### src/rtl/mod_exp_pkg.sv
// Shared types and helpers for the modular exponentiation engine.
// Latency: n/a (types and functions only).
// Backpressure: n/a.
package mod_exp_pkg;

    // Engine sequencing states.
    typedef enum logic [2:0] {
        IDLE     = 3'd0,
        REDUCE   = 3'd1,
        SQUARE   = 3'd2,
        MULTIPLY = 3'd3,
        DONE     = 3'd4
    } state_t;

    // Cycles from the accept edge to the valid edge for n > 1.
    // Every modular product costs width+1 cycles. There is one reduction,
    // one square per exponent bit, and one multiply per set bit. In
    // constant-time mode there is one multiply for every bit. One further
    // cycle is spent in DONE.
    function automatic int mod_exp_latency(input int width, input int exp_width,
                                           input int ones, input bit const_time);
        int n_ops;
        n_ops = 1 + exp_width + (const_time ? exp_width : ones);
        return (width + 1) * n_ops + 1;
    endfunction

endpackage

### src/rtl/mod_exp_engine_mod_mul.sv
// Bit-serial interleaved shift-add modular multiplier: p = a*b mod n (requires b < n).
// Latency: WIDTH+1 cycles per product (start/load cycle plus WIDTH iterations), then a one-cycle done pulse.
// Backpressure: none; a start pulse always reloads and restarts, abandoning any product in flight.
module mod_mul #(
    parameter int WIDTH = 16
) (
    input  logic             clk,
    input  logic             reset_n,
    input  logic             start,
    input  logic [WIDTH-1:0] a,
    input  logic [WIDTH-1:0] b,
    input  logic [WIDTH-1:0] n,
    output logic [WIDTH-1:0] p,
    output logic             done
);

    localparam int CW = $clog2(WIDTH);

    logic [WIDTH-1:0] a_sh;
    logic [WIDTH-1:0] b_q;
    logic [WIDTH-1:0] n_q;
    logic [WIDTH-1:0] p_q;
    logic [CW-1:0]    cnt;
    logic             active;
    logic [WIDTH:0]   p_dbl;
    logic [WIDTH:0]   p_add;
    logic [WIDTH-1:0] p_fin;

    // One iteration: double and reduce, then conditionally add b and reduce.
    // Both operands stay below n, so WIDTH+1 bits hold every intermediate value.
    always_comb begin
        p_dbl = {p_q, 1'b0};
        if (p_dbl >= {1'b0, n_q}) begin
            p_dbl = p_dbl - {1'b0, n_q};
        end
        p_add = p_dbl;
        if (a_sh[WIDTH-1]) begin
            p_add = p_dbl + {1'b0, b_q};
        end
        if (p_add >= {1'b0, n_q}) begin
            p_fin = WIDTH'(p_add - {1'b0, n_q});
        end else begin
            p_fin = p_add[WIDTH-1:0];
        end
    end

    // Load on start, then walk a MSB-first for WIDTH cycles and pulse done.
    always_ff @(posedge clk or negedge reset_n) begin
        if (!reset_n) begin
            a_sh   <= '0;
            b_q    <= '0;
            n_q    <= '0;
            p_q    <= '0;
            cnt    <= '0;
            active <= 1'b0;
            done   <= 1'b0;
        end else begin
            done <= 1'b0;
            if (start) begin
                a_sh   <= a;
                b_q    <= b;
                n_q    <= n;
                p_q    <= '0;
                cnt    <= CW'(WIDTH - 1);
                active <= 1'b1;
            end else if (active) begin
                p_q  <= p_fin;
                a_sh <= a_sh << 1;
                if (cnt == '0) begin
                    active <= 1'b0;
                    done   <= 1'b1;
                end else begin
                    cnt <= cnt - 1'b1;
                end
            end
        end
    end

    assign p = p_q;

endmodule

### src/rtl/mod_exp_engine.sv
// Left-to-right square-and-multiply engine: result = m^e mod n (optional macro MOD_EXP_CONST_TIME_EN).
// Latency: (WIDTH+1)*(1+EXP_WIDTH+popcount(e))+1 cycles after accept (constant-time mode: (WIDTH+1)*(1+2*EXP_WIDTH)+1); n<2 takes 2 cycles.
// Backpressure: ready is accepted only in IDLE; requests while busy or in DONE are dropped, with no queuing.
module mod_exp_engine
    import mod_exp_pkg::*;
#(
    parameter int WIDTH     = 16,
    parameter int EXP_WIDTH = WIDTH
) (
    input  logic                 clk,
    input  logic                 reset_n,
    input  logic [WIDTH-1:0]     m,
    input  logic [EXP_WIDTH-1:0] e,
    input  logic [WIDTH-1:0]     n,
    input  logic                 ready,
    output logic                 busy,
    output logic [WIDTH-1:0]     result,
    output logic                 valid,
    output logic                 err
);

    localparam int IW = (EXP_WIDTH > 1) ? $clog2(EXP_WIDTH) : 1;

    state_t               state;
    logic [EXP_WIDTH-1:0] e_q;
    logic [WIDTH-1:0]     n_q;
    logic [WIDTH-1:0]     base;
    logic [WIDTH-1:0]     acc;
    logic [IW-1:0]        idx;
`ifdef MOD_EXP_CONST_TIME_EN
    logic [WIDTH-1:0]     discard;
`endif

    logic                 bit_set;
    logic                 do_mul;
    logic [WIDTH-1:0]     acc_nxt;
    logic                 mm_start;
    logic [WIDTH-1:0]     mm_a;
    logic [WIDTH-1:0]     mm_b;
    logic [WIDTH-1:0]     mm_n;
    logic [WIDTH-1:0]     mm_p;
    logic                 mm_done;

    // The next product launches in the same cycle that the previous one reports
    // done. Its operands therefore come from the accumulator value that is being
    // written on that edge. The reduction launches directly in the accept cycle,
    // using the input ports. The multiplier keeps its own copy of m, so m needs
    // no separate register here.
    always_comb begin
        bit_set = e_q[idx];
`ifdef MOD_EXP_CONST_TIME_EN
        do_mul  = 1'b1;
`else
        do_mul  = bit_set;
`endif
        acc_nxt  = acc;
        mm_start = 1'b0;
        mm_n     = n_q;
        case (state)
            IDLE: begin
                mm_start = ready && (n > WIDTH'(1));
                mm_n     = n;
            end
            REDUCE: begin
                acc_nxt  = WIDTH'(1);
                mm_start = mm_done && (n_q > WIDTH'(1));
            end
            SQUARE: begin
                if (mm_done) begin
                    acc_nxt  = mm_p;
                    mm_start = do_mul || (idx != '0);
                end
            end
            MULTIPLY: begin
                if (mm_done) begin
                    acc_nxt  = bit_set ? mm_p : acc;
                    mm_start = (idx != '0);
                end
            end
            default: begin
                acc_nxt = acc;
            end
        endcase
        mm_a = acc_nxt;
        mm_b = acc_nxt;
        if (state == IDLE) begin
            mm_a = m;
            mm_b = WIDTH'(1);
        end else if ((state == SQUARE) && do_mul) begin
            mm_b = base;
        end
    end

    mod_mul #(
        .WIDTH (WIDTH)
    ) u_mod_mul (
        .clk     (clk),
        .reset_n (reset_n),
        .start   (mm_start),
        .a       (mm_a),
        .b       (mm_b),
        .n       (mm_n),
        .p       (mm_p),
        .done    (mm_done)
    );

    // Sequencer: accept, reduce the base, square/multiply per exponent bit, publish.
    always_ff @(posedge clk or negedge reset_n) begin
        if (!reset_n) begin
            state  <= IDLE;
            e_q    <= '0;
            n_q    <= '0;
            base   <= '0;
            acc    <= '0;
            idx    <= '0;
            busy   <= 1'b0;
            result <= '0;
            valid  <= 1'b0;
            err    <= 1'b0;
`ifdef MOD_EXP_CONST_TIME_EN
            discard <= '0;
`endif
        end else begin
            valid <= 1'b0;
            case (state)
                IDLE: begin
                    if (ready) begin
                        e_q   <= e;
                        n_q   <= n;
                        busy  <= 1'b1;
                        err   <= 1'b0;
                        state <= REDUCE;
                    end
                end
                REDUCE: begin
                    if (n_q <= WIDTH'(1)) begin
                        // Degenerate modulus: the answer is always 0.
                        acc   <= '0;
                        state <= DONE;
                    end else if (mm_done) begin
                        base  <= mm_p;
                        acc   <= acc_nxt;
                        idx   <= IW'(EXP_WIDTH - 1);
                        state <= SQUARE;
                    end
                end
                SQUARE: begin
                    if (mm_done) begin
                        acc <= acc_nxt;
                        if (do_mul) begin
                            state <= MULTIPLY;
                        end else if (idx == '0) begin
                            state <= DONE;
                        end else begin
                            idx <= idx - 1'b1;
                        end
                    end
                end
                MULTIPLY: begin
                    if (mm_done) begin
                        acc <= acc_nxt;
`ifdef MOD_EXP_CONST_TIME_EN
                        if (!bit_set) begin
                            discard <= mm_p;
                        end
`endif
                        if (idx == '0) begin
                            state <= DONE;
                        end else begin
                            idx   <= idx - 1'b1;
                            state <= SQUARE;
                        end
                    end
                end
                DONE: begin
                    result <= acc;
                    valid  <= 1'b1;
                    err    <= (n_q == '0);
                    busy   <= 1'b0;
                    state  <= IDLE;
                end
                default: begin
                    state <= IDLE;
                end
            endcase
        end
    end

endmodule

### config.mk
export PLATFORM = sky130hd
export DESIGN_NAME = mod_exp_engine
export DESIGN_NICKNAME = d
export VERILOG_FILES = /design/src/rtl/mod_exp_pkg.sv /design/src/rtl/mod_exp_engine_mod_mul.sv /design/src/rtl/mod_exp_engine.sv
export SDC_FILE = /design/constraint.sdc
export NUM_CORES = 1
export LEC_CHECK = 0
export BUFFER_PORTS_ARGS = -buffer_cell sky130_fd_sc_hd__buf_2
export CORE_MARGIN = 10
export CORE_UTILIZATION = 62
export DETAILED_ROUTE_END_ITERATION = 12
export PLACE_DENSITY = 0.8
export SLEW_MARGIN = 10
export SYNTH_ARGS = -nofsm -noshare
export SYNTH_HDL_FRONTEND = slang
export SYNTH_SLANG_ARGS = --single-unit
### constraint.sdc
create_clock -name clk -period 8.47 [get_ports clk]
set_clock_uncertainty 0.15 [all_clocks]
set_input_delay 0.4235 -clock clk [delete_from_list [all_inputs] [get_ports clk]]
set_output_delay 0.4235 -clock clk [all_outputs]
set_load 0.02 [all_outputs]
# ---- Word-level counts from Yosys, hierarchy flattened
# Index checks and enable logic that the tools add are counted.
dict set report totals {
  mem_count 0
  out_inout_bits 19
  latchBits 0
  ff_bits 160
  mem_bits_ro 0
  ramBits 0
  input_bits 51
}
dict set report classes {
  addsub 5
  eq_ne 13
  order_cmp 6
  mul 0
  mux 53
  div_mod_pow 0
  n_reduce_logical 20
  shifts 0
  n_bitwise 1
}
# op count
set ops {}
lappend ops {{$mux W16} 14}
lappend ops {{$pmux W16 S3} 1}
lappend ops {{$mux W4} 9}
lappend ops {{$ge A17 B16 Y1} 2}
lappend ops {{$mux W17} 2}
lappend ops {{$gt A16 B1 Y1 const B} 2}
lappend ops {{$pmux W16 S2} 1}
lappend ops {{$mux W3} 8}
lappend ops {{$add A17 B16 Y17} 1}
lappend ops {{$sub A17 B16 Y17} 1}
lappend ops {{$le A16 B1 Y1 const B} 1}
lappend ops {{$logic_not A16 Y1} 1}
lappend ops {{$sub A16 B16 Y16} 1}
lappend ops {{$mux W1} 12}
lappend ops {{$pmux W3 S4} 1}
lappend ops {{$pmux W4 S3} 1}
lappend ops {{$logic_not A4 Y1} 2}
lappend ops {{$ne A2 B2 Y1 const B} 4}
lappend ops {{$sub A4 B1 Y4 const B} 2}
lappend ops {{$eq A3 B2 Y1 const B} 2}
lappend ops {{$ne A2 B1 Y1 const B} 3}
lappend ops {{$ne A3 B2 Y1 const B} 2}
lappend ops {{$reduce_and A2 Y1} 3}
lappend ops {{$reduce_and A6 Y1} 1}
lappend ops {{16 further kinds} 21}

# ---- Logic depth before layout (Yosys ltp)
# Gate-level depths: netlist of run 1.
dict set report depth {
  depth_word 8
  ltp_mapped 29
  ltp_nobuf 27
}

# ---- Hierarchy
# Synthesis of run 1 repeated with hierarchy kept, for this count alone.
dict set report hier_totals {
  hier_cells 1199
  area_unflattened_um2 10692.8
}
# module instances cells_each area_per_inst_um2 seq_area_each_um2
set by_module_without_submodules {}
lappend by_module_without_submodules {mod_mul 1 663 5791.8 1751.7}
lappend by_module_without_submodules {mod_exp_engine 1 536 4901.0 2252.2}

# ---- Worst setup path after synthesis of run 1
# OpenSTA, ideal clock, no wires.
dict set report synth_path {
  path_type {register to register}
  start {register u_mod_mul.p_q[0], in the netlist u_mod_mul.p[0]}
  end {register u_mod_mul.p_q[0], in the netlist u_mod_mul.p[0]}
  setup_slack_ns 2.256
  synth_period_minus_slack_ns 6.214
  setup_ns 0.069
  stages_incl_launch_ff 26
  arrival_ns 5.995
  cell_sequence {dfrtp_1 ha_1 nor2b_1 o2111a_1 o41a_1 o211ai_1 a21oi_1 buf_2 mux2_2 ha_1 nor2b_1 o2111ai_1 nand3_1 a41oi_1 xnor2_1 mux2_2 ha_1 a21o_1 a21oi_1 o21ai_0 a41oi_2 a21oi_1 or3_1 buf_2 or4_1 nand3_1}
}
dict set report synth_between {
  elab_chain_len 8
  elab_cells_between_ends 10
  classes_between {3 x add/sub; 2 x order compare; 5 x mux}
}
# item line_no
set synth_lines {}
lappend synth_lines {{start: declaration} mod_exp_engine_mod_mul.sv:22} ;# logic [WIDTH-1:0] p_q;
lappend synth_lines {{start signal: assignment} mod_exp_engine_mod_mul.sv:67} ;# p_q <= p_fin;
lappend synth_lines {{$sub A17 B16 Y17 or $ge A17 B16 Y1 (tied branches)} {mod_exp_engine_mod_mul.sv:34, mod_exp_engine_mod_mul.sv:33}}
lappend synth_lines {{$mux W17 *} mod_exp_engine_mod_mul.sv:33} ;# if (p_dbl >= {1'b0, n_q}) begin
lappend synth_lines {{$add A17 B16 Y17} mod_exp_engine_mod_mul.sv:38} ;# p_add = p_dbl + {1'b0, b_q};
lappend synth_lines {{$mux W17 *} mod_exp_engine_mod_mul.sv:37} ;# if (a_sh[WIDTH-1]) begin
lappend synth_lines {{$ge A17 B16 Y1 or $sub A16 B16 Y16 (tied branches)} {mod_exp_engine_mod_mul.sv:40, mod_exp_engine_mod_mul.sv:41}}
lappend synth_lines {{$mux W16 *} mod_exp_engine_mod_mul.sv:40} ;# if (p_add >= {1'b0, n_q}) begin
lappend synth_lines {{$mux W16 *} mod_exp_engine_mod_mul.sv:66} ;# end else if (active) begin
lappend synth_lines {{$mux W16 *} mod_exp_engine_mod_mul.sv:59} ;# if (start) begin
# Mark *: on every way between the ends. The rest lies on a longest branch, timed or not. The select of a mux whose other input is x is not followed.
# A chain may end at the register's enable or synchronous reset.

# ---- Worst setup path in the final report of run 1
# Same ends and word-level chain as after synthesis.

==> flow_metrics.env, run 1 <==
export IMPL_grt_max_degree=75
export IMPL_crit_required_ps=8700
export IMPL_final_core_util_pct=70.2
export IMPL_synth_top_family_by_area="compound AO/OA/AOI/OAI gates"
export IMPL_rrSetupSlack_ps=1330
export IMPL_yosysMostFrequentCell="dfrtp_1"
export IMPL_cts_sinks=160
export IMPL_wl_per_cell_um=20.0
export IMPL_grt_use_total_pct=24.9
export IMPL_synth_top_cell_area_share_pct=39.6
export IMPL_dieArea_um2=21800
export IMPL_synth_top_area_cell="dfrtp_1"
export IMPL_rsz0062_at_grt="false"
export IMPL_dp_slack_ps=1440
export IMPL_start_util_pct=63.4
export IMPL_ys_seq_elements=160
export IMPL_n_antenna_cell=0
export IMPL_synthFlopType="dfrtp_1"
export IMPL_ant_nets=0
export IMPL_antenna_found_initial=0
export IMPL_fin_nets=1209
export IMPL_drive_above_1_share_pct=19.5
export IMPL_synthXorXnorAreaFrac_pct=3.45
export IMPL_clkSlewWorstSetupHoldPaths_ps=60
export IMPL_nFillCells=1203
export IMPL_vias_per_cell=6.32
export IMPL_drt_iter0_drc=518
export IMPL_vias=8421
export IMPL_timing_final_ws_setup_ps=1330
export IMPL_fp_dieH_um=148
export IMPL_area_growth_pct=10.7
export IMPL_synth_area_um2=10100
export IMPL_setup_tns_ps=0
export IMPL_postSynthCellCount=1063
export IMPL_synth_common_cells="160 x dfrtp_1, 128 x nand2_1, 99 x o21ai_0"
export IMPL_htree_levels=4
export IMPL_worst_pin_slew_ps=1270
export IMPL_finalHoldViolations=0
export IMPL_synth_area_per_cell_um2=9.51
export IMPL_cap_viol_max_count=0
export IMPL_synth_compound_area_share_pct=21.3
export IMPL_hp_class="in -> reg"
export IMPL_timing_setup_critical_path_class="reg -> reg"
export IMPL_grt_pass1_wl_um=44100
export IMPL_fin_crit_ps=7140
export IMPL_slew_headroom_pct=15.3
export IMPL_crit_path_start_kind="register"
export IMPL_wl_um=26600
export IMPL_place_congestion=0.950
export IMPL_synth_nets=1167
export IMPL_synthMuxAreaShare_pct=10.6
export IMPL_cts_resized=0
export IMPL_core_um2=15900
export IMPL_yosys_top_cells_area="dfrtp_1 40%, mux2_2 7.6%, ha_1 6.2%, o21ai_0 4.9%, nand2_1 4.8%"
export IMPL_io_pins=70
export IMPL_finalCritPeriodShare_pct=84.3
export IMPL_drv_slew=0
export IMPL_synth_fa_ha_area_share_pct=6.78
export IMPL_synth_cell_types=75
export IMPL_synth_edff_count=0
export IMPL_grt_overflow_total=0
export IMPL_io_buffer_count=69
export IMPL_cp_max_fo=18
export IMPL_ys_warn_count=0
export IMPL_clockRootBuffer="clkbuf_16"
export IMPL_ys_async_sr_fraction_pct=100
export IMPL_clk_latency_ps=440
export IMPL_clock_fmax_mhz=140
export IMPL_grt_pass1_vias=8509
export IMPL_hpwl_um=19000
export IMPL_cts_buffers=17
export IMPL_clock_path_buffers=2
export IMPL_core_rowCount=46
export IMPL_drc_errors=0
export IMPL_synth_seq_area_share_pct=39.6
export IMPL_cts_tree="yes"
export IMPL_critical_path_arrival_ps=7370
export IMPL_first_pass_iters=5
export IMPL_cp_end_kind="register"
export IMPL_synthSimpleGateAreaFrac_pct=14.1
export IMPL_status="finished clean"
export IMPL_die_w_um=148
export IMPL_setup_violations=0
[registers in the layout (all words and copies together), names as in the netlist]
signal            count
valid                 1
u_mod_mul.n_q        16
u_mod_mul.done        1
n_q                  16
base                 16
u_mod_mul.active      1
acc                  16
u_mod_mul.cnt         4
result               16
err                   1
e_q                  16
busy                  1
u_mod_mul.a_sh       16
idx                   4
state                 3
u_mod_mul.p          16
u_mod_mul.b_q        16
[repair_timing]
| action | CTS | global route |
|---|---|---|
| setup buffers | 0 | 0 |
| endpoints found under the hold margin | 72 | 0 |
| hold buffers | 1 | 0 |
[cells by family after synthesis]
logic type / after synthesis
compound gates: 314
buf+inv: 101
fa+ha+maj: 53
flops: 160
mux: 92
xor+xnor: 39
simple gates: 304
[critical path: stages, from the launching register on]
cell	delay (ps)
dfrtp_1	480
ha_1	350
nor2b_1	150
o2111a_1	270
o41a_1	430
o211ai_1	250
a21oi_1	100
buf_4	210
mux2_2	290
ha_1	330
nor2b_1	160
o2111ai_1	230
nand3_1	150
a41oi_1	470
o21bai_1	110
a21oi_1	180
xor2_1	280
a21oi_1	120
ha_1	390
nand2_1	140
o21ai_0	110
a41oi_2	220
a21oi_1	150
or3_1	670
or4_1	600
nand3_1	90
[worst paths after layout]
check                                                 from                       endpoint  cells after the start
worst min-delay path                                  e[9]             e_q[9]$_DFFE_PN0P_                      2
worst max-delay path            u_mod_mul.p[0]$_DFFE_PN0P_     u_mod_mul.p[0]$_DFFE_PN0P_                     25
max in group asynchronous                          reset_n   u_mod_mul.b_q[5]$_DFFE_PN0P_                      3
min in group asynchronous                          reset_n  u_mod_mul.a_sh[9]$_DFFE_PN0P_                      2
worst min register to register       result[4]$_DFFE_PN0P_          result[4]$_DFFE_PN0P_                      2
worst max register to register  u_mod_mul.p[0]$_DFFE_PN0P_     u_mod_mul.p[0]$_DFFE_PN0P_                     25
[area by class of cell]
class	count	area, um2	area share, %
Inverter	42	158	1.41
Clock buffer	19	433	3.87
Multi-Input combinational cell	802	5690	50.9
Sequential cell	160	4000	35.8
Tap cell	216	270	2.41
Timing Repair Buffer	82	452	4.03
Clock inverter	12	185	1.65
[routing by layer]
layer  part of all wire, %  GRT usage [%]
met1                    42           31.2
met2                    50           41.9
met3                   5.9           5.46
met4                   2.1           7.93
met5                     0              0
[placed cells by master, fill, tap and decap left out, drive strengths merged, types with 18 or more instances in the layout]
cell type  netlist  routed
clkbuf          43      19
a22oi           31      31
buf             16      81
nand2b          18      18
inv             41      43
mux2            68      68
ha              50      50
a211oi          21      21
o21ai          103     103
nand3           22      22
mux2i           19      19
dfrtp          160     160
nand2          128     128
a21oi           45      45
nor3            19      19
nor2            50      50
xnor2           28      28
[per-stage QoR]
stage	hold slack, ps	area, um2	cells
2_1_floorplan	-22.1	10100	1063
5_1_grt	65.8	11200	1333
3_3_place_gp	303	10600	1301
4_1_cts	57.0	11200	1333
3_5_place_dp	307	10600	1301
6_report	64.0	11200	1333
Power of run 1 is left out: the tool's default activity adds up to more than one toggle a clock period on the data nets, which glitch-free logic cannot reach.
==> run 2: changes to the inputs <==
Clock period 8.47 ns to 6.7 ns, I/O delays scaled along.
==> run 2 against run 1 <==
Non-clock buffer count increased by 57. First-iteration DRC count up 60%. Final cell count rose by 4.4%. Critical path type unchanged. Fmax is 9.4% higher. Wire length is 3.3% higher. Highest routed layer unchanged. Clock-buffer cell count shrank 2. Die area stayed put. Global-route usage rose by 0.41 points. Sequential cell count did not move.
==> flow_metrics.env, run 2 (same netlist as run 1, synthesis figures left out) <==
export IMPL_gr_max_usage_layer="met2"
export IMPL_status="finished clean"
export IMPL_vias_per_cell=6.34
export IMPL_clock_fmax_mhz=153
export IMPL_drv_slew=0
export IMPL_place_inst=1332
export IMPL_ant_nets=0
export IMPL_drt_iter0_drc=830
export IMPL_mostFrequentLayoutCells="160 x dfrtp_1, 128 x nand2_1, 97 x o21ai_0"
export IMPL_start_util_pct=63.4
export IMPL_fp_dieH_um=148
export IMPL_clk_latency_ps=440
export IMPL_cts_buffers=17
export IMPL_clkSlewWorstSetupHoldPaths_ps=70
export IMPL_post_dp_cell_area_um2=10800
export IMPL_nFillCells=1156
export IMPL_grt_pass1_wl_um=44700
export IMPL_cp_end_kind="register"
export IMPL_crit_required_ps=6930
export IMPL_die_w_um=148
export IMPL_multiInputGateArea_um2=5750
export IMPL_htree_levels=4
export IMPL_hp_class="in -> reg"
export IMPL_place_congestion=1.02
export IMPL_grt_util_met2_pct=42.5
export IMPL_use_met1_pct=30.7
export IMPL_drive_above_1_share_pct=22.9
export IMPL_io_pins=70
export IMPL_whs_ps=16.8
export IMPL_grt_pass1_vias=8878
export IMPL_layout_commonest_cell="dfrtp_1"
export IMPL_io_buffer_count=69
export IMPL_core_rowCount=46
export IMPL_core_um2=15900
export IMPL_grt_overflow_total=0
export IMPL_clockRootBuffer="clkbuf_16"
export IMPL_n_antenna_cell=0
export IMPL_drc_errors=0
export IMPL_worst_pin_slew_ps=1080
export IMPL_critical_path_arrival_ps=6750
export IMPL_wl_um=27500
export IMPL_met3_usage_pct=5.19
export IMPL_fin_crit_ps=6530
export IMPL_dieArea_um2=21800
export IMPL_area_growth_pct=15.8
export IMPL_cts_sinks=160
export IMPL_timing_setup_critical_path_class="reg -> reg"
export IMPL_cap_viol_max_count=0
export IMPL_grt_max_degree=100
export IMPL_finalHoldViolations=0
export IMPL_cp_max_fo=8
export IMPL_seqCellArea_um2=4000
export IMPL_hpwl_um=19000
export IMPL_vias=8824
export IMPL_first_pass_iters=7
export IMPL_slew_headroom_pct=27.9
export IMPL_wl_per_cell_um=19.8
export IMPL_antenna_found_initial=0
export IMPL_setup_violations=0
export IMPL_fin_cells=1392
export IMPL_clock_path_buffers=2
export IMPL_fin_nets=1267
export IMPL_fin_area_um2=11700
export IMPL_finalCritPeriodShare_pct=97.4
export IMPL_cts_tree="yes"
export IMPL_grt_use_total_pct=25.3
export IMPL_crit_path_start_kind="register"
[run 2: cell types whose count changed in the layout (fill, tap and decap cells not counted), sizes merged]
cell	delta
dlygate4sd3	+20
clkinv	+2
inv	+5
buf	+37
bufinv	-3
clkinvlp	-1
or3	+1
clkbuf	-2
[run 2: worst paths after layout]
kind                                              end  slack, ps  depth (start not counted)                  startpoint
max                        u_mod_mul.p[0]$_DFFE_PN0P_        170                         23  u_mod_mul.p[2]$_DFFE_PN0P_
min                                n_q[2]$_DFFE_PN0P_         20                          2                        n[2]
max reg2reg                u_mod_mul.p[0]$_DFFE_PN0P_        170                         23  u_mod_mul.p[2]$_DFFE_PN0P_
min reg2reg                     result[1]$_DFFE_PN0P_        320                          2       result[1]$_DFFE_PN0P_
max in group asynchronous         n_q[15]$_DFFE_PN0P_       4560                          3                     reset_n
min in group asynchronous             valid$_DFF_PN0_        400                          2                     reset_n
[run 2: worst max-delay path: stages (launching register included)]
cell and delay (ps):
dfrtp_1 400, ha_1 400, a21oi_1 280, nor2b_1 110, o41a_1 440, o211ai_1 310, a21o_2 240, mux2_2 370
ha_1 310, a21oi_2 250, o2111ai_2 180, a31oi_1 250, o21bai_1 90, a21oi_1 180, xor2_1 180, mux2i_1 160
ha_1 410, a21oi_1 170, o21ai_0 140, a41oi_2 220, a21oi_2 120, or3_4 470, or4_1 510, nand3_1 100
[run 2: layout make-up]
| cell class | count | share of cell area (%) |
|---|---|---|
| multi-input cells | 803 | 49.1 |
| flip-flops and latches | 160 | 34.2 |
| repair buffers | 139 | 7.94 |
| clock buffers | 17 | 3.63 |
| well taps | 216 | 2.31 |
| clock inverters | 15 | 1.48 |
| inverters | 42 | 1.35 |
[run 2: timing repair]
action                     4_1_cts  5_1_grt
pin swaps                        0        7
gates resized for setup          2       12
hold buffers                    21        0
buffers inserted                 0        6
cloned                           0        1
hold endpoints to repair       118        0
setup endpoints to repair        8       16
[run 2: layer usage]
layer / vias up / part of all wire (%)
met5: - / 0
met4: 0 / 3.5
met3: 77 / 6.8
met2: 372 / 48
met1: 4285 / 41
li1: 4090 / -
[run 2: through the flow]
step                      setup slack [ps]  util [%]  TNS, ps
after global placement                 106      67.7        0
after floorplan                        486         -        0
after global routing                 -2.18      73.5    -2.18
final                                  174      73.5        0
after detailed placement             -35.5      67.7    -48.9
after CTS                              141      72.8        0
Power of run 2 is left out for the same reason.
==> run 3: changes to the inputs <==
Settings changed: CORE_ASPECT_RATIO from default to 1.2, HOLD_SLACK_MARGIN from default to 0.08.
==> run 3 against run 2 <==
Cell area is 0.58% higher. Die area about the same. Worst hold slack improved by 97 ps. Critical path depth up 1. Global-route usage grew 0.52 points. Final cell count decreased by 0.22%. Fmax rose by 1.6%. Utilization is 0.50 points lower. Sequential cell count is the same. Wire length rose by 1.5%. Register-to-register slack improved by 100 ps. Highest routed layer unchanged.
==> flow_metrics.env, run 3 (same netlist as run 1, synthesis figures left out) <==
export IMPL_setup_tns_ps=0
export IMPL_n_antenna_cell=0
export IMPL_ant_nets=0
export IMPL_grt_use_total_pct=25.8
export IMPL_antenna_found_initial=0
export IMPL_cts_buffers=17
export IMPL_crit_path_start_kind="register"
export IMPL_start_util_pct=62.6
export IMPL_crit_required_ps=6910
export IMPL_critical_path_arrival_ps=6640
export IMPL_fin_area_um2=11800
export IMPL_drive_above_1_share_pct=22.1
export IMPL_clock_path_buffers=2
export IMPL_status="finished clean"
export IMPL_rrSetupSlack_ps=270
export IMPL_first_pass_iters=7
export IMPL_timing_setup_critical_path_class="reg -> reg"
export IMPL_cp_end_kind="register"
export IMPL_cp_max_fo=11
export IMPL_clockRootBuffer="clkbuf_16"
export IMPL_cts_sinks=160
export IMPL_core_rowCount=51
export IMPL_slew_headroom_pct=28.7
export IMPL_mostFrequentLayoutCells="160 x dfrtp_1, 128 x nand2_1, 98 x o21ai_0"
export IMPL_setup_violations=0
export IMPL_fp_dieH_um=160
export IMPL_cap_viol_max_count=0
export IMPL_vias_per_cell=6.30
export IMPL_worstPathCellList="inv_1, ha_1, nor2b_1, o2111a_1, o41a_1, o211ai_1, a21oi_2, mux2_2, ha_2, nand3_1, o211ai_1, nor2_1, xnor2_1, mux2_2, ha_1, or3_1, o221ai_1, a21oi_1, a41oi_2, a21oi_1, or3_4, buf_4, o2111a_1, nor3_1"
export IMPL_wl_per_cell_um=20.1
export IMPL_fin_cells=1389
export IMPL_dieArea_um2=21800
export IMPL_fin_crit_ps=6430
export IMPL_grt_pass1_vias=8738
export IMPL_final_core_util_pct=73.0
export IMPL_hp_class="in -> reg"
export IMPL_drv_slew=0
export IMPL_cpMaxStageDelayCell="or3_4"
export IMPL_clock_fmax_mhz=156
export IMPL_grt_pass1_wl_um=45300
export IMPL_worst_pin_slew_ps=1070
export IMPL_area_growth_pct=16.5
export IMPL_hold_depth=3
export IMPL_grt_max_degree=94
export IMPL_cp_num_cells=24
export IMPL_critical_path_top_delay_family="compound AO/OA/AOI/OAI gates"
export IMPL_io_buffer_count=69
export IMPL_hpwl_um=19300
export IMPL_finalHoldViolations=0
export IMPL_io_pins=70
export IMPL_clk_latency_ps=440
export IMPL_vias=8752
export IMPL_clkSlewWorstSetupHoldPaths_ps=70
export IMPL_rr_worst_depth=24
export IMPL_post_dp_cell_area_um2=10700
export IMPL_wl_um=27900
export IMPL_worst_path_buf_inv=2
export IMPL_die_w_um=137
export IMPL_layout_commonest_cell="dfrtp_1"
export IMPL_htree_levels=4
export IMPL_drc_errors=0
export IMPL_place_congestion=0.983
export IMPL_drt_iter0_drc=771
export IMPL_grt_overflow_total=0
export IMPL_core_um2=16100
export IMPL_fin_nets=1268
export IMPL_place_inst=1321
export IMPL_finalCritPeriodShare_pct=95.9
export IMPL_cts_tree="yes"
export IMPL_critPathMaxStageDelay_ps=450
## run 3: cell types whose count changed in the layout (fill, tap and decap cells not counted), sizes merged
cell	before	now
dlygate4sd3	21	34
buf	118	107
bufinv	1	3
clkinv	6	5
clkinvlp	2	1
or3	10	9
## run 3: through the flow
step,setup slack [ps],hold slack (ps)
3_5_place_dp,148,308
6_report,274,114
2_1_floorplan,486,-111
3_3_place_gp,256,303
5_1_grt,-29.4,147
4_1_cts,99.5,113
## run 3: layout make-up
cell class              count  area, um2
clock buffers              17        425
repair buffers            141        977
well taps                 212        265
fillers                  1168       4360
multi-input cells         802       5750
inverters                  42        158
flip-flops and latches    160       4000
clock inverters            15        196
## run 3: path summary, 6_finish.rpt
check	startpoint	end
max	u_mod_mul.n_q[1]$_DFFE_PN0P_	u_mod_mul.p[14]$_DFFE_PN0P_
min	m[4]	u_mod_mul.a_sh[4]$_DFFE_PN0P_
max reg2reg	u_mod_mul.n_q[1]$_DFFE_PN0P_	u_mod_mul.p[14]$_DFFE_PN0P_
min reg2reg	result[8]$_DFFE_PN0P_	result[8]$_DFFE_PN0P_
max in group asynchronous	reset_n	n_q[6]$_DFFE_PN0P_
min in group asynchronous	reset_n	valid$_DFF_PN0_
## run 3: what timing repair did
| action | 4_1_cts | 5_1_grt |
|---|---|---|
| endpoints found under the setup margin | 0 | 16 |
| setup buffers | 0 | 2 |
| hold buffers | 34 | 0 |
| gates resized for setup | 0 | 15 |
| hold endpoints to repair | 129 | 0 |
## run 3: worst min-delay path, delay by kind of cell
| family | cells | cell delay (ps) |
|---|---|---|
| compound gates | 2 | 230 |
| buf+inv | 1 | 90 |
## run 3: layer usage
layer | part of all wire, % | global-route usage [%]
met3 | 5.7 | 4.39
met1 | 39 | 30.9
met4 | 4.9 | 13.7
met2 | 50 | 43.1
met5 | 0 | 0
Power of run 3 is left out for the same reason.
